==> src/rtl/serial_pkg.sv <==
// Shared types and constants for the serial add/subtract unit.
// Provides the FSM state encoding, the hex-to-segment table and the digit-count helper.
package serial_pkg;

  typedef enum logic [1:0] {
    IDLE  = 2'd0,
    SHIFT = 2'd1,
    DONE  = 2'd2
  } state_t;

  // Active-low segment patterns {g,f,e,d,c,b,a} for hex digits 0..F
  localparam logic [6:0] SEG_TABLE [16] = '{
    7'b1000000, 7'b1111001, 7'b0100100, 7'b0110000,
    7'b0011001, 7'b0010010, 7'b0000010, 7'b1111000,
    7'b0000000, 7'b0010000, 7'b0001000, 7'b0000011,
    7'b1000110, 7'b0100001, 7'b0000110, 7'b0001110
  };

  function automatic int ndig(input int width);
    return (width + 1 + 3) / 4;
  endfunction

endpackage

==> src/rtl/hex7seg.sv <==
// Hex nibble to active-low seven-segment decoder.
module hex7seg
  import serial_pkg::*;
(
  input  logic [3:0] nibble,
  output logic [6:0] seg
);

  assign seg = SEG_TABLE[nibble];

endmodule

==> src/rtl/serial_addsub_unit.sv <==
// Bit-serial WIDTH-bit adder/subtractor with busy/done handshake and signed overflow.
// Optional seven-segment readout of the result when SERIAL_ADDSUB_SEG_EN is defined.
//
// state | meaning
// IDLE  | waiting for go; operands captured on the edge that sees go=1
// SHIFT | one result bit per clock, LSB first, for WIDTH clocks
// DONE  | result registered, done pulses for this one cycle
module serial_addsub_unit
  import serial_pkg::*;
#(
  parameter int WIDTH = 8,
  parameter int CNT_W = $clog2(WIDTH + 1)
) (
  input  logic             clk,
  input  logic             rst,
  input  logic [WIDTH-1:0] A,
  input  logic [WIDTH-1:0] B,
  input  logic             sub,
  input  logic             go,
  output logic             busy,
  output logic             done,
  output logic [WIDTH:0]   sum,
`ifdef SERIAL_ADDSUB_SEG_EN
  output logic [7*ndig(WIDTH)-1:0] HEX,
`endif
  output logic             ovf
);

  state_t           state;
  logic [WIDTH-1:0] ra;
  logic [WIDTH-1:0] rb;
  logic [WIDTH-1:0] acc;
  logic             carry;
  logic [CNT_W-1:0] cnt;
  logic             s_bit;
  logic             c_next;

  assign s_bit  = ra[0] ^ rb[0] ^ carry;
  assign c_next = (ra[0] & rb[0]) | (ra[0] & carry) | (rb[0] & carry);

  always_ff @(posedge clk or negedge rst) begin
    if (!rst) begin
      state <= IDLE;
      ra    <= '0;
      rb    <= '0;
      acc   <= '0;
      carry <= 1'b0;
      cnt   <= '0;
      sum   <= '0;
      ovf   <= 1'b0;
      busy  <= 1'b0;
      done  <= 1'b0;
    end else begin
      done <= 1'b0;
      case (state)
        IDLE: begin
          if (go) begin
            ra    <= A;
            rb    <= sub ? ~B : B;
            carry <= sub;  // +1 of the two's complement for subtraction
            acc   <= '0;
            cnt   <= '0;
            state <= SHIFT;
            busy  <= 1'b1;
          end
        end
        SHIFT: begin
          ra    <= ra >> 1;
          rb    <= rb >> 1;
          acc   <= {s_bit, acc[WIDTH-1:1]};
          carry <= c_next;
          cnt   <= cnt + CNT_W'(1);
          if (cnt == CNT_W'(WIDTH - 1)) begin
            // carry still holds the carry into the MSB on this last step
            sum   <= {c_next, s_bit, acc[WIDTH-1:1]};
            ovf   <= carry ^ c_next;
            state <= DONE;
            done  <= 1'b1;
          end
        end
        DONE: begin
          state <= IDLE;
          busy  <= 1'b0;
        end
        default: begin
          state <= IDLE;
          busy  <= 1'b0;
        end
      endcase
    end
  end

`ifdef SERIAL_ADDSUB_SEG_EN
  localparam int NDIG = ndig(WIDTH);

  logic [4*NDIG-1:0] sum_pad;
  assign sum_pad = (4*NDIG)'(sum);

  for (genvar d = 0; d < NDIG; d++) begin : g_digit
    hex7seg u_hex7seg (
      .nibble (sum_pad[4*d +: 4]),
      .seg    (HEX[7*d +: 7])
    );
  end
`endif

endmodule

==> config.mk <==
export PLATFORM = sky130hd
export DESIGN_NAME = serial_addsub_unit
export DESIGN_NICKNAME = d
export VERILOG_FILES = /design/src/rtl/serial_pkg.sv /design/src/rtl/hex7seg.sv /design/src/rtl/serial_addsub_unit.sv
export SDC_FILE = /design/constraint.sdc
export NUM_CORES = 1
export LEC_CHECK = 0
export BUFFER_PORTS_ARGS = -buffer_cell sky130_fd_sc_hd__buf_2
export CAP_MARGIN = 20
export CELL_PAD_IN_SITES_DETAIL_PLACEMENT = 0
export CELL_PAD_IN_SITES_GLOBAL_PLACEMENT = 1
export CORE_MARGIN = 3
export CORE_UTILIZATION = 40
export CTS_BUF_LIST = sky130_fd_sc_hd__clkbuf_2
export CTS_CLUSTER_DIAMETER = 50
export CTS_CLUSTER_SIZE = 16
export DETAILED_ROUTE_END_ITERATION = 10
export PLACE_DENSITY_LB_ADDON = 0.1
export SLEW_MARGIN = 10
export SYNTH_ARGS = -nofsm -noshare
export SYNTH_HDL_FRONTEND = slang
export SYNTH_SLANG_ARGS = --single-unit
==> constraint.sdc <==
create_clock -name clk -period 1.5 [get_ports clk]
set_input_delay 0.3 -clock clk [delete_from_list [all_inputs] [get_ports clk]]
set_output_delay 0.3 -clock clk [all_outputs]
set_load 0.02 [all_outputs]
==> impl_metrics.xml <==
<?xml version="1.0" encoding="UTF-8"?>
<metrics>
  <group name="floorplan">
    <metric name="floorplan.die_area" unit="um^2">5670</metric>
    <metric name="top_level_ports" unit="">32</metric>
    <metric name="die-height" unit="um">75.3</metric>
    <metric name="floorplan.initialDensity" unit="%">42.6</metric>
    <metric name="floorplan.rows" unit="">24</metric>
    <metric name="floorplan.die.width" unit="um">75.3</metric>
    <metric name="floorplan.core_area" unit="um^2">4500</metric>
  </group>
  <group name="yosys">
    <metric name="synth_area_leaders" unit="">dfrtp_1 (55%), a22oi_1 (7.4%), mux2_2 (5.9%), xor2_1 (4.1%), a21oi_1 (3.9%)</metric>
    <metric name="synthesis.area_per_instance" unit="um^2">11.4</metric>
    <metric name="synth_top_cell_area_share" unit="%">54.7</metric>
    <metric name="mappedNetlistNets" unit="">191</metric>
    <metric name="yosys.cell_types.count" unit="">27</metric>
    <metric name="postSynthRegisterBits" unit="">42</metric>
    <metric name="synth-warning-count" unit="">0</metric>
    <metric name="synth_cells" unit="">169</metric>
    <metric name="cell_area_after_technology_mapping" unit="um^2">1920</metric>
    <metric name="yosys.area.top_type" unit="">dfrtp_1</metric>
    <metric name="synth-seq-area-share" unit="%">54.7</metric>
  </group>
  <group name="cells_and_area">
    <metric name="syn_to_layout_area_delta" unit="%">24.4</metric>
    <metric name="layout.filler_cells" unit="">403</metric>
    <metric name="antennaDiodeCount" unit="">0</metric>
    <metric name="drive_gt1_share" unit="%">34.7</metric>
    <metric name="mostFrequentLayoutCells" unit="">dfrtp_1 (41), buf_2 (31), a22oi_1 (19), buf_4 (17), a21oi_1 (15)</metric>
    <metric name="most_common_cell_after_layout_fill_and_taps_aside" unit="">dfrtp_1</metric>
    <metric name="design.final.nets" unit="">237</metric>
    <metric name="multiInputGateArea" unit="um^2">851</metric>
    <metric name="ff_latch_area" unit="um^2">1050</metric>
  </group>
  <group name="sta">
    <metric name="timing.fmax" unit="MHz">695</metric>
    <metric name="finalHoldViolCount" unit="">0</metric>
    <metric name="fraction_of_the_cycle_the_final_worst_path_needs" unit="%">96.0</metric>
    <metric name="setup_tns" unit="ps">0</metric>
    <metric name="worstMarginPinSlew" unit="ps">455</metric>
    <metric name="final_critical_path_setup_slack" unit="ps">60.2</metric>
    <metric name="final-max-slew-violation-count" unit="">0</metric>
    <metric name="worst_clock_skew" unit="ps">10.5</metric>
    <metric name="max_slew_margin" unit="%">69.7</metric>
    <metric name="period_needed" unit="ps">1440</metric>
    <metric name="setup_viol" unit="">0</metric>
  </group>
  <group name="clocking">
    <metric name="clk_path_buf_depth" unit="">2</metric>
    <metric name="cts.sinks" unit="">42</metric>
    <metric name="cts_inserted_buffers" unit="">5</metric>
    <metric name="root_buffer" unit="">clkbuf_2</metric>
    <metric name="tritoncts" unit="">yes</metric>
    <metric name="clk-insertion-delay-late" unit="ps">400</metric>
    <metric name="h-tree-depth" unit="">2</metric>
    <metric name="clkSlewWorstSetupHoldPaths" unit="ps">210</metric>
  </group>
  <group name="detailed_routing">
    <metric name="first_iter_violations" unit="">90</metric>
    <metric name="post-route-drc-count" unit="">0</metric>
    <metric name="detail_route.wl_per_cell" unit="um">15.3</metric>
    <metric name="num_vias" unit="">1453</metric>
    <metric name="drtAntennaViolNets" unit="">0</metric>
    <metric name="number_of_detailed_routing_iterations_run_before_antenna_repair" unit="">4</metric>
    <metric name="viasPerCell" unit="">5.42</metric>
    <metric name="routed_wl" unit="mm">4.09</metric>
  </group>
  <group name="grt">
    <metric name="grt_max_degree" unit="">27</metric>
    <metric name="antenna_found_initial" unit="">0</metric>
    <metric name="track_usage" unit="%">15.3</metric>
    <metric name="grt_pass1_vias" unit="">1355</metric>
    <metric name="wire_length_of_the_first_global_routing_pass" unit="mm">6.48</metric>
    <metric name="grt_overflow" unit="">0</metric>
  </group>
  <group name="placement">
    <metric name="place.port_buffers" unit="">31</metric>
    <metric name="globalplace.congestion" unit="">0.754</metric>
    <metric name="detailed_place_hpwl" unit="mm">2.80</metric>
    <metric name="post-place-ws" unit="ps">-2.98</metric>
  </group>
  <group name="worst_setup_path">
    <metric name="critical_path.startpoint" unit="">cnt[0]</metric>
    <metric name="crit_fanout" unit="">8</metric>
    <metric name="crit_family" unit="">flip-flops</metric>
    <metric name="worstSetupPathType" unit="">flip-flop to flip-flop</metric>
    <metric name="crit_required" unit="ps">1810</metric>
    <metric name="setup.worst_path.end_class" unit="">flip-flop</metric>
    <metric name="crit_start_category" unit="">flip-flop</metric>
    <metric name="crit_chain" unit="">ha_4, nand2_4, nor4_4, buf_6, mux2_4</metric>
    <metric name="crit_slowest_cell" unit="">dfrtp_1</metric>
    <metric name="timing.rr.start" unit="">cnt[0]</metric>
    <metric name="worstPathArrival" unit="ps">1750</metric>
    <metric name="ff2ff_setup_slack" unit="ps">60</metric>
    <metric name="buffer_and_inverter_count_on_the_worst_path" unit="">1</metric>
    <metric name="cp_slowest_stage_delay" unit="ps">450</metric>
  </group>
  <group name="worst_hold_path">
    <metric name="hold_path.class" unit="">input port to flip-flop</metric>
    <metric name="worst_hold_startpoint" unit="">A[1]</metric>
  </group>
  <group name="pwr">
    <metric name="leakage" unit="nW">1.16</metric>
    <metric name="pwr_density_cell" unit="nW/um^2">2000</metric>
    <metric name="peakVddDrop" unit="mV">0.693</metric>
  </group>
  <group name="status">
    <metric name="outcome" unit="">finished clean</metric>
  </group>
  <group name="flow_run">
    <metric name="maxCapViolCount" unit="">0</metric>
  </group>
</metrics>
[power breakdown]
part | total (mW) | internal [mW] | switching, mW
Combinational | 2.03 | 1.01 | 1.02
Sequential | 1.94 | 1.59 | 0.350
Clock | 0.807 | 0.444 | 0.363
[cell usage after synthesis]
master and count:
a21oi_1 15, a22o_1 8, a22oi_1 19, a31oi_1 1, a41oi_1 1, buf_2 7, buf_4 1, buf_6 1
clkbuf_1 3, dfrtp_1 42, fa_1 1, ha_1 1, inv_1 1, inv_2 1, mux2_2 10, mux2i_1 1
nand2_1 10, nand3_1 1, nor2_1 6, nor2b_1 12, nor3b_1 3, nor4_1 1, nor4_4 1, o21ai_0 11
o2bb2ai_1 1, or2_2 1, xor2_1 9
[final timing paths]
kind	end	depth (start not counted)
min in group asynchronous	cnt[1]	2
max in group asynchronous	carry	3
min	ra[1]	3
max reg2reg	sum[5]	5
min reg2reg	busy	2
max	sum[5]	5
[layer usage]
| layer | part of all wire [%] | vias to the layer above | GRT usage, % |
|---|---|---|---|
| met1 | 45 | 718 | 19.3 |
| met3 | 4.4 | 5 | 5.41 |
| li1 | - | 698 | - |
| met4 | 0.98 | 0 | 4.08 |
| met5 | 0 | - | 0 |
| met2 | 50 | 32 | 25.1 |
[tightest hold or removal path: cells and delay by family]
kind	cells	cell delay [ps]
buffers and inverters	1	70
AO/OA/AOI/OAI	2	170
[kinds of logic after synthesis]
group / synth area share [%]
AND/OR/NAND/NOR: 10.2
multiplexers: 6.38
adder cells (fa/ha/maj): 1.69
AO/OA/AOI/OAI: 19.1
buffers and inverters: 3.78
XOR/XNOR: 4.10
flip-flops: 54.7
[area by class of cell]
cell class                      count  area share, %
Clock inverter                      3           2.67
Sequential cell                    42           44.1
Timing Repair Buffer               51           13.6
Tap cell                           52           2.72
Inverter                            2          0.314
Clock buffer                        5           1.05
Multi-Input combinational cell    113           35.6
[metrics by stage]
stage                     cells  power [mW]  util [%]  cell area, um^2  hold slack, ps
after CTS                   263        4.59      51.0             2300             158
final                       268        4.78      53.0             2390             173
after floorplan             169        3.17         -             1920            4.41
after global placement      254        3.72      48.7             2190             263
after detailed placement    254        3.77      48.7             2190             275
after global routing        268        5.14      53.0             2390             134
[state kept, by name, summed over array words and instances, names as in the netlist, 2 cells and up]
signal,count
cnt,4
ra,8
sum,9
rb,8
state,2
acc,7
[what timing repair did]
action	CTS	global route
buffers inserted	0	5
hold endpoints to repair	16	0
pin swaps	0	0
endpoints found under the setup margin	7	19
hold buffers	1	0
gates resized for setup	2	13
Power figures use the tool's default switching activity.
